<file path="config.mk">
export PLATFORM = sky130hd
export DESIGN_NAME = serdes_core
export DESIGN_NICKNAME = d
export VERILOG_FILES = /design/src/rtl/serdes_pkg.sv /design/src/rtl/serdes_fifo.sv /design/src/rtl/serdes_core.sv
export SDC_FILE = /design/constraint.sdc
export NUM_CORES = 1
export LEC_CHECK = 0
export CAP_MARGIN = 0
export CORE_MARGIN = 5
export CORE_UTILIZATION = 50
export DETAILED_ROUTE_END_ITERATION = 16
export HOLD_SLACK_MARGIN = 0.03
export PLACE_DENSITY = 0.75
export SLEW_MARGIN = 20
export SYNTH_ARGS = -nofsm -noshare
export SYNTH_HDL_FRONTEND = slang
export SYNTH_HIERARCHICAL = 1
export SYNTH_SLANG_ARGS = --single-unit
export TNS_END_PERCENT = 30
</file>
<file path="constraint.sdc">
create_clock -name clk_i -period 3.9 [get_ports clk_i]
set_input_delay 0.78 -clock clk_i [delete_from_list [all_inputs] [get_ports clk_i]]
set_output_delay 0.78 -clock clk_i [all_outputs]
set_load 0.1 [all_outputs]
</file>
<file path="src/rtl/serdes_pkg.sv">
// Shared types and Hamming SEC helpers for the serdes loopback link.
// Helpers work on fixed maximum-width vectors; callers cast to their real widths.
package serdes_pkg;

    localparam int MAX_DW = 32;
    localparam int MAX_CW = 64;

    typedef enum logic [1:0] {
        TX_IDLE  = 2'd0,
        TX_START = 2'd1,
        TX_DATA  = 2'd2,
        TX_GAP   = 2'd3
    } tx_state_e;

    typedef enum logic {
        RX_IDLE  = 1'b0,
        RX_SHIFT = 1'b1
    } rx_state_e;

    // data occupies the LSBs so a plain width cast extracts it
    typedef struct packed {
        logic [7:0]        syn;
        logic [MAX_DW-1:0] data;
    } dec_t;

    function automatic int parity_bits(input int dw);
        int p;
        p = 0;
        for (int i = 0; i < 8; i++) begin
            if ((1 << p) < dw + p + 1) p = p + 1;
        end
        return p;
    endfunction

    function automatic int cw_width(input int dw, input int ecc);
        return (ecc != 0) ? dw + parity_bits(dw) : dw;
    endfunction

    function automatic logic [MAX_CW-1:0] hamming_encode(input logic [MAX_DW-1:0] data, input int dw);
        logic [MAX_CW-1:0] cw;
        logic              par;
        int                n, p, j;
        cw = '0;
        n  = cw_width(dw, 1);
        p  = parity_bits(dw);
        j  = 0;
        for (int pos = 1; pos <= MAX_CW; pos++) begin
            if (pos <= n && (pos & (pos - 1)) != 0) begin
                cw[pos-1] = data[j];
                j = j + 1;
            end
        end
        for (int k = 0; k < 7; k++) begin
            if (k < p) begin
                par = 1'b0;
                for (int pos = 1; pos <= MAX_CW; pos++) begin
                    if (pos <= n && pos[k]) par = par ^ cw[pos-1];
                end
                cw[(1 << k) - 1] = par;
            end
        end
        return cw;
    endfunction

    function automatic logic [7:0] hamming_syndrome(input logic [MAX_CW-1:0] cw, input int dw);
        int s, n;
        s = 0;
        n = cw_width(dw, 1);
        for (int pos = 1; pos <= MAX_CW; pos++) begin
            if (pos <= n && cw[pos-1]) s = s ^ pos;
        end
        return 8'(s);
    endfunction

    function automatic dec_t hamming_decode(input logic [MAX_CW-1:0] cw, input int dw);
        dec_t              res;
        logic [MAX_CW-1:0] fixed;
        int                syn, n, j;
        n        = cw_width(dw, 1);
        syn      = int'(hamming_syndrome(cw, dw));
        fixed    = cw;
        j        = 0;
        res.syn  = 8'(syn);
        res.data = '0;
        // out-of-range syndromes come from multi-bit errors and are left alone
        if (syn != 0 && syn <= n) fixed[syn-1] = ~fixed[syn-1];
        for (int pos = 1; pos <= MAX_CW; pos++) begin
            if (pos <= n && (pos & (pos - 1)) != 0) begin
                res.data[j] = fixed[pos-1];
                j = j + 1;
            end
        end
        return res;
    endfunction

endpackage

</file>
<file path="src/rtl/serdes_fifo.sv">
// Synchronous FIFO with registered pointers and occupancy count.
module serdes_fifo #(
    parameter int DEPTH = 16,
    parameter int WIDTH = 8
) (
    input  logic             i_clk,
    input  logic             i_rst_n,
    input  logic             i_push,
    input  logic [WIDTH-1:0] i_data,
    input  logic             i_pop,
    output logic [WIDTH-1:0] o_data,
    output logic             o_full,
    output logic             o_empty
);
    localparam int AW = (DEPTH > 1) ? $clog2(DEPTH) : 1;

    logic [WIDTH-1:0] r_mem [DEPTH];
    logic [AW-1:0]    r_wr_ptr;
    logic [AW-1:0]    r_rd_ptr;
    logic [AW:0]      r_count;
    logic             w_push;
    logic             w_pop;

    assign w_push  = i_push && !o_full;
    assign w_pop   = i_pop && !o_empty;
    assign o_full  = (r_count == (AW+1)'(DEPTH));
    assign o_empty = (r_count == '0);
    assign o_data  = r_mem[r_rd_ptr];

    // pointer and occupancy bookkeeping; DEPTH is a power of two so pointers wrap naturally
    always_ff @(posedge i_clk or negedge i_rst_n) begin
        if (!i_rst_n) begin
            r_wr_ptr <= '0;
            r_rd_ptr <= '0;
            r_count  <= '0;
        end else begin
            if (w_push) r_wr_ptr <= r_wr_ptr + 1'b1;
            if (w_pop)  r_rd_ptr <= r_rd_ptr + 1'b1;
            r_count <= r_count + (AW+1)'(w_push) - (AW+1)'(w_pop);
        end
    end

    // storage array
    always_ff @(posedge i_clk) begin
        if (w_push) r_mem[r_wr_ptr] <= i_data;
    end

endmodule

</file>
<file path="src/rtl/serdes_core.sv">
// Parallel->serial->parallel loopback: FIFO, optional Hamming SEC, LSB-first 1-bit line,
// deserializer with correction, and an optional passive line monitor.
module serdes_core
    import serdes_pkg::*;
#(
    parameter int FIFO_DEPTH  = 16,
    parameter int DATA_WIDTH  = 8,
    parameter int HAS_ECC     = 0,
    parameter int HAS_SNIFFER = 0
) (
    input  logic                  clk_i,
    input  logic                  rst_n_i,
    input  logic [DATA_WIDTH-1:0] parallel_in_i,
    input  logic                  valid_in_i,
    output logic                  ready_out_o,
    output logic [DATA_WIDTH-1:0] parallel_out_o,
    output logic                  valid_out_o,
    output logic                  fifo_full_o,
    output logic                  fifo_empty_o
);
    localparam int CW    = cw_width(DATA_WIDTH, HAS_ECC);
    localparam int CNT_W = $clog2(CW + 1);

    logic                  w_pop, w_full, w_empty, w_line_flip, w_rx_done;
    logic [DATA_WIDTH-1:0] w_fifo_data, w_rx_data;
    logic [CW-1:0]         w_tx_cw, w_rx_cw;

    tx_state_e             r_tx_state;
    logic [CW-1:0]         r_tx_sh;
    logic [CNT_W-1:0]      r_tx_cnt;
    logic                  r_line;
    rx_state_e             r_rx_state;
    logic [CW-1:0]         r_rx_sh;
    logic [CNT_W-1:0]      r_rx_cnt;
    logic                  r_rx_bit;
    logic [DATA_WIDTH-1:0] r_out;
    logic                  r_valid;

    serdes_fifo #(.DEPTH(FIFO_DEPTH), .WIDTH(DATA_WIDTH)) u_fifo (
        .i_clk   (clk_i),
        .i_rst_n (rst_n_i),
        .i_push  (valid_in_i),
        .i_data  (parallel_in_i),
        .i_pop   (w_pop),
        .o_data  (w_fifo_data),
        .o_full  (w_full),
        .o_empty (w_empty)
    );

    assign w_pop       = (r_tx_state == TX_IDLE) && !w_empty;
    // error-injection point on the line; tied off in the real link
    assign w_line_flip = 1'b0;
    assign w_rx_cw     = CW'({r_rx_bit, r_rx_sh} >> 1);
    assign w_rx_done   = (r_rx_state == RX_SHIFT) && (r_rx_cnt == CNT_W'(CW - 1));

    if (HAS_ECC != 0) begin : g_ecc
        assign w_tx_cw   = CW'(hamming_encode(MAX_DW'(w_fifo_data), DATA_WIDTH));
        assign w_rx_data = DATA_WIDTH'(hamming_decode(MAX_CW'(w_rx_cw), DATA_WIDTH));
    end else begin : g_raw
        assign w_tx_cw   = w_fifo_data;
        assign w_rx_data = w_rx_cw;
    end

    // transmitter: start bit, CW payload bits LSB-first, one gap bit
    always_ff @(posedge clk_i or negedge rst_n_i) begin
        if (!rst_n_i) begin
            r_tx_state <= TX_IDLE;
            r_tx_sh    <= '0;
            r_tx_cnt   <= '0;
            r_line     <= 1'b0;
        end else begin
            case (r_tx_state)
                TX_IDLE: begin
                    if (!w_empty) begin
                        r_tx_sh    <= w_tx_cw;
                        r_line     <= 1'b1;
                        r_tx_state <= TX_START;
                    end else begin
                        r_line <= 1'b0;
                    end
                end
                TX_START: begin
                    r_line     <= r_tx_sh[0];
                    r_tx_sh    <= r_tx_sh >> 1;
                    r_tx_cnt   <= CNT_W'(1);
                    r_tx_state <= TX_DATA;
                end
                TX_DATA: begin
                    if (r_tx_cnt == CNT_W'(CW)) begin
                        r_line     <= 1'b0;
                        r_tx_state <= TX_GAP;
                    end else begin
                        r_line   <= r_tx_sh[0];
                        r_tx_sh  <= r_tx_sh >> 1;
                        r_tx_cnt <= r_tx_cnt + 1'b1;
                    end
                end
                TX_GAP: begin
                    r_line     <= 1'b0;
                    r_tx_state <= TX_IDLE;
                end
                default: begin
                    r_line     <= 1'b0;
                    r_tx_state <= TX_IDLE;
                end
            endcase
        end
    end

    // receiver: sample line, hunt for start bit, shift CW bits, decode on the last one
    always_ff @(posedge clk_i or negedge rst_n_i) begin
        if (!rst_n_i) begin
            r_rx_state <= RX_IDLE;
            r_rx_sh    <= '0;
            r_rx_cnt   <= '0;
            r_rx_bit   <= 1'b0;
            r_out      <= '0;
            r_valid    <= 1'b0;
        end else begin
            r_rx_bit <= r_line ^ w_line_flip;
            r_valid  <= 1'b0;
            case (r_rx_state)
                RX_IDLE: begin
                    if (r_rx_bit) begin
                        r_rx_cnt   <= '0;
                        r_rx_state <= RX_SHIFT;
                    end
                end
                RX_SHIFT: begin
                    r_rx_sh <= w_rx_cw;
                    if (w_rx_done) begin
                        r_out      <= w_rx_data;
                        r_valid    <= 1'b1;
                        r_rx_state <= RX_IDLE;
                    end else begin
                        r_rx_cnt <= r_rx_cnt + 1'b1;
                    end
                end
                default: r_rx_state <= RX_IDLE;
            endcase
        end
    end

    if (HAS_SNIFFER != 0) begin : g_sniffer
        logic [15:0] r_frame_cnt;
        logic [15:0] r_corr_cnt;
        logic [7:0]  w_syn;

        if (HAS_ECC != 0) begin : g_syn
            assign w_syn = hamming_syndrome(MAX_CW'(w_rx_cw), DATA_WIDTH);
        end else begin : g_nosyn
            assign w_syn = 8'd0;
        end

        // saturating frame and correction counters
        always_ff @(posedge clk_i or negedge rst_n_i) begin
            if (!rst_n_i) begin
                r_frame_cnt <= 16'd0;
                r_corr_cnt  <= 16'd0;
            end else if (w_rx_done) begin
                if (r_frame_cnt != 16'hFFFF) r_frame_cnt <= r_frame_cnt + 16'd1;
                if (w_syn != 8'd0 && r_corr_cnt != 16'hFFFF) r_corr_cnt <= r_corr_cnt + 16'd1;
            end
        end
    end

    assign parallel_out_o = r_out;
    assign valid_out_o    = r_valid;
    assign ready_out_o    = !w_full;
    assign fifo_full_o    = w_full;
    assign fifo_empty_o   = w_empty;

endmodule

</file>
==> out/results.ini <==
[outcome]
outcome=completed

[placement]
hpwl_mm=9.06
port_buffers=22
place_ws_ps=586
placed_cell_area_um2=7940
gp_congestion=0.792

[synthesis]
yosysSeqAreaShare_pct=67.3
synth_top_cell_by_area=edfxtp_1
avgSynthCellArea_um2=16.9
synthMuxAreaShare_pct=14.4
synth_area_leaders=edfxtp_1 (51%), dfrtp_1 (17%), mux2i_1 (4.8%)
netlist_instances=448
yosysWarnings=6
synth_top_family_by_area=multiplexers
synth_fa_ha_area_share_pct=3.24
postSynthNetCount=478
synth_cell_type_count=47
synth-edff-count=128
synth_simple_gate_area_share_pct=5.04
syn_area_um2=7570
synth_compound_area_share_pct=5.30
ys_ff_latch=178
synth_xor_area_share_pct=1.39
synthArstFlopShare_pct=28.1
synth_ff_type=edfxtp_1
synth_top_area_share_pct=50.8

[cts]
clkSlewWorstSetupHoldPaths_ps=60
ctsLongestPathBuffers=2
cts_tree=yes
cts_buffers=17
holdBufCountCts=0
post_cts_resized=0
cts_root_buf=clkbuf_16
cts_max_level=4
clk_latency_ps=420
post_cts_buffers=0
cts.sinks=178

[route]
via_count=3843
first_iter_violations=251
post-route-drc-count=0
totalWireLength_mm=13.3
ant_nets=0
detail_route.wl_per_cell_um=19.7
drt_first_pass_iters=4
vias_per_cell=5.66

[hold_path]
min_path_type=flip-flop to flip-flop
holdPathStages=0
hold_end=r_rx_bit$_DFF_PN0_
hold_start=r_line$_DFF_PN0_

[layout]
layout.nets=509
num_antenna_cells=0
fin_area_um2=8530
area_delta_synth_final_pct=12.7
drive_above_1_share_pct=22.6
layout_commonest_cell=edfxtp_1
final_cell_mix=edfxtp_1 (128), dfrtp_1 (49), mux2i_1 (36), mux2_2 (32)

[global_routing]
grt_pass1_wl_mm=21.5
grt_pass1_vias=3962
grt.total_usage_pct=16.1
antenna_found_initial=0
gr-total-overflow=0
grt_max_degree=37

[power]
total_power_uw=7180
p_per_area_nw_per_um2=842
leakagePower_uw=0.00317
vdd_drop_max_mv=0.478

[die]
die_x_um=133
coreArea_um2=15000
die-area_um2=17700
die_h_um=133
rows=45
ioPinCount=23
start_util_pct=50.4

[sta]
setup_ws_ps=948
rsz0062_at_grt=no
maxSlewHeadroom_pct=34.2
worst_pin_slew_ps=984
fin_crit_sh_pct=75.7
clock_skew_ps=7.42
setup_violations=0
hold_violations=0
period_needed_ps=2950
fin_setup_tns_ps=0
drv_slew=0
fmax_ghz=0.339

[critical_path]
rr_startpoint=u_fifo/r_count[2]$_DFF_PN0_
cp-start-kind=flip-flop
critPathMaxFanout=7
timing.rr.end=u_fifo/r_count[4]$_DFF_PN0_
critPathArrivalTime_ps=3290
required_ps=4240
reg2reg_slack_ps=950
r2r_cells=13
critical_path_class=flip-flop to flip-flop
cp-end-kind=flip-flop

[job]
cap_viol_max_count=0

[synthesized netlist by cell type (all sizes together), types with 6 or more instances]
master    n
a221oi   17
a22oi     8
and2     10
buf      15
clkbuf    6
dfrtp    50
edfxtp  128
ha       18
inv      20
mux2     33
mux2i    36
mux4     16
nand2    17
nor2     12
nor2b     6
o21ai    11
xnor2     8
[per-layer routing]
metal / wire, um / global-route usage (%)
met1: 5690 / 20.7
met5: 0 / 0
met2: 6780 / 26.0
met3: 575 / 4.33
met4: 307 / 7.16
[kinds of logic (layout without fill, tap and decap cells)]
| logic type | Yosys count | in the layout |
|---|---|---|
| AND/OR/NAND/NOR | 66 | 66 |
| multiplexers | 85 | 85 |
| buffers and inverters | 41 | 84 |
| AO/OA/AOI/OAI | 47 | 47 |
| flip-flops | 178 | 178 |
| XOR/XNOR | 12 | 12 |
| adder cells (fa/ha/maj) | 19 | 19 |
[report_power, final]
group | internal (uW) | switching (uW) | total (uW)
clock network | 1000 | 680 | 1680
registers | 2450 | 333 | 2780
logic | 1180 | 1530 | 2720
[sequential cells by signal (all words and copies together) (netlist names)]
register and flops:
u_fifo/r_mem 128, parallel_out_o 8, r_tx_sh 8, r_rx_sh 7
u_fifo/r_count 5, r_rx_cnt 4, r_tx_cnt 4, u_fifo/r_rd_ptr 4
u_fifo/r_wr_ptr 4, r_tx_state 2, r_line 1, r_rx_bit 1
r_rx_state 1, valid_out_o 1
[worst max-delay path, cell delays in order (launching register included)]
cell	delay, ps
dfrtp_1	360
inv_1	70
ha_1	210
and4bb_1	240
nor2b_1	410
inv_2	160
ha_1	310
inv_1	40
ha_1	200
fa_1	400
a21oi_1	140
nor2_1	60
nor2_1	130
xnor2_1	130
[cell type report]
class,count,area [um^2]
Timing Repair Buffer,33,303
Clock inverter,13,158
Fill cell,1092,6500
Clock buffer,18,429
Multi-Input combinational cell,229,2230
Inverter,20,75.1
Sequential cell,178,5100
Tap cell,188,235
[how the worst max path moves through the flow]
stage | from | end
6_report | u_fifo/r_count[2]$_DFF_PN0_ | u_fifo/r_count[4]$_DFF_PN0_
2_1_floorplan | u_fifo/r_count[3]$_DFF_PN0_ | u_fifo/r_count[4]$_DFF_PN0_
3_5_place_dp | valid_in_i | u_fifo/r_count[4]$_DFF_PN0_
3_3_place_gp | valid_in_i | u_fifo/r_count[4]$_DFF_PN0_
4_1_cts | u_fifo/r_count[2]$_DFF_PN0_ | u_fifo/r_count[4]$_DFF_PN0_
5_1_grt | u_fifo/r_count[3]$_DFF_PN0_ | u_fifo/r_count[4]$_DFF_PN0_
[stage by stage]
step	std cells	util [%]	hold slack, ps
2_1_floorplan	448	-	331
3_3_place_gp	648	52.8	334
3_5_place_dp	648	52.8	335
4_1_cts	679	56.7	350
5_1_grt	679	56.7	361
6_report	679	56.7	348
Note: power is estimated with default switching activity, not from simulation.
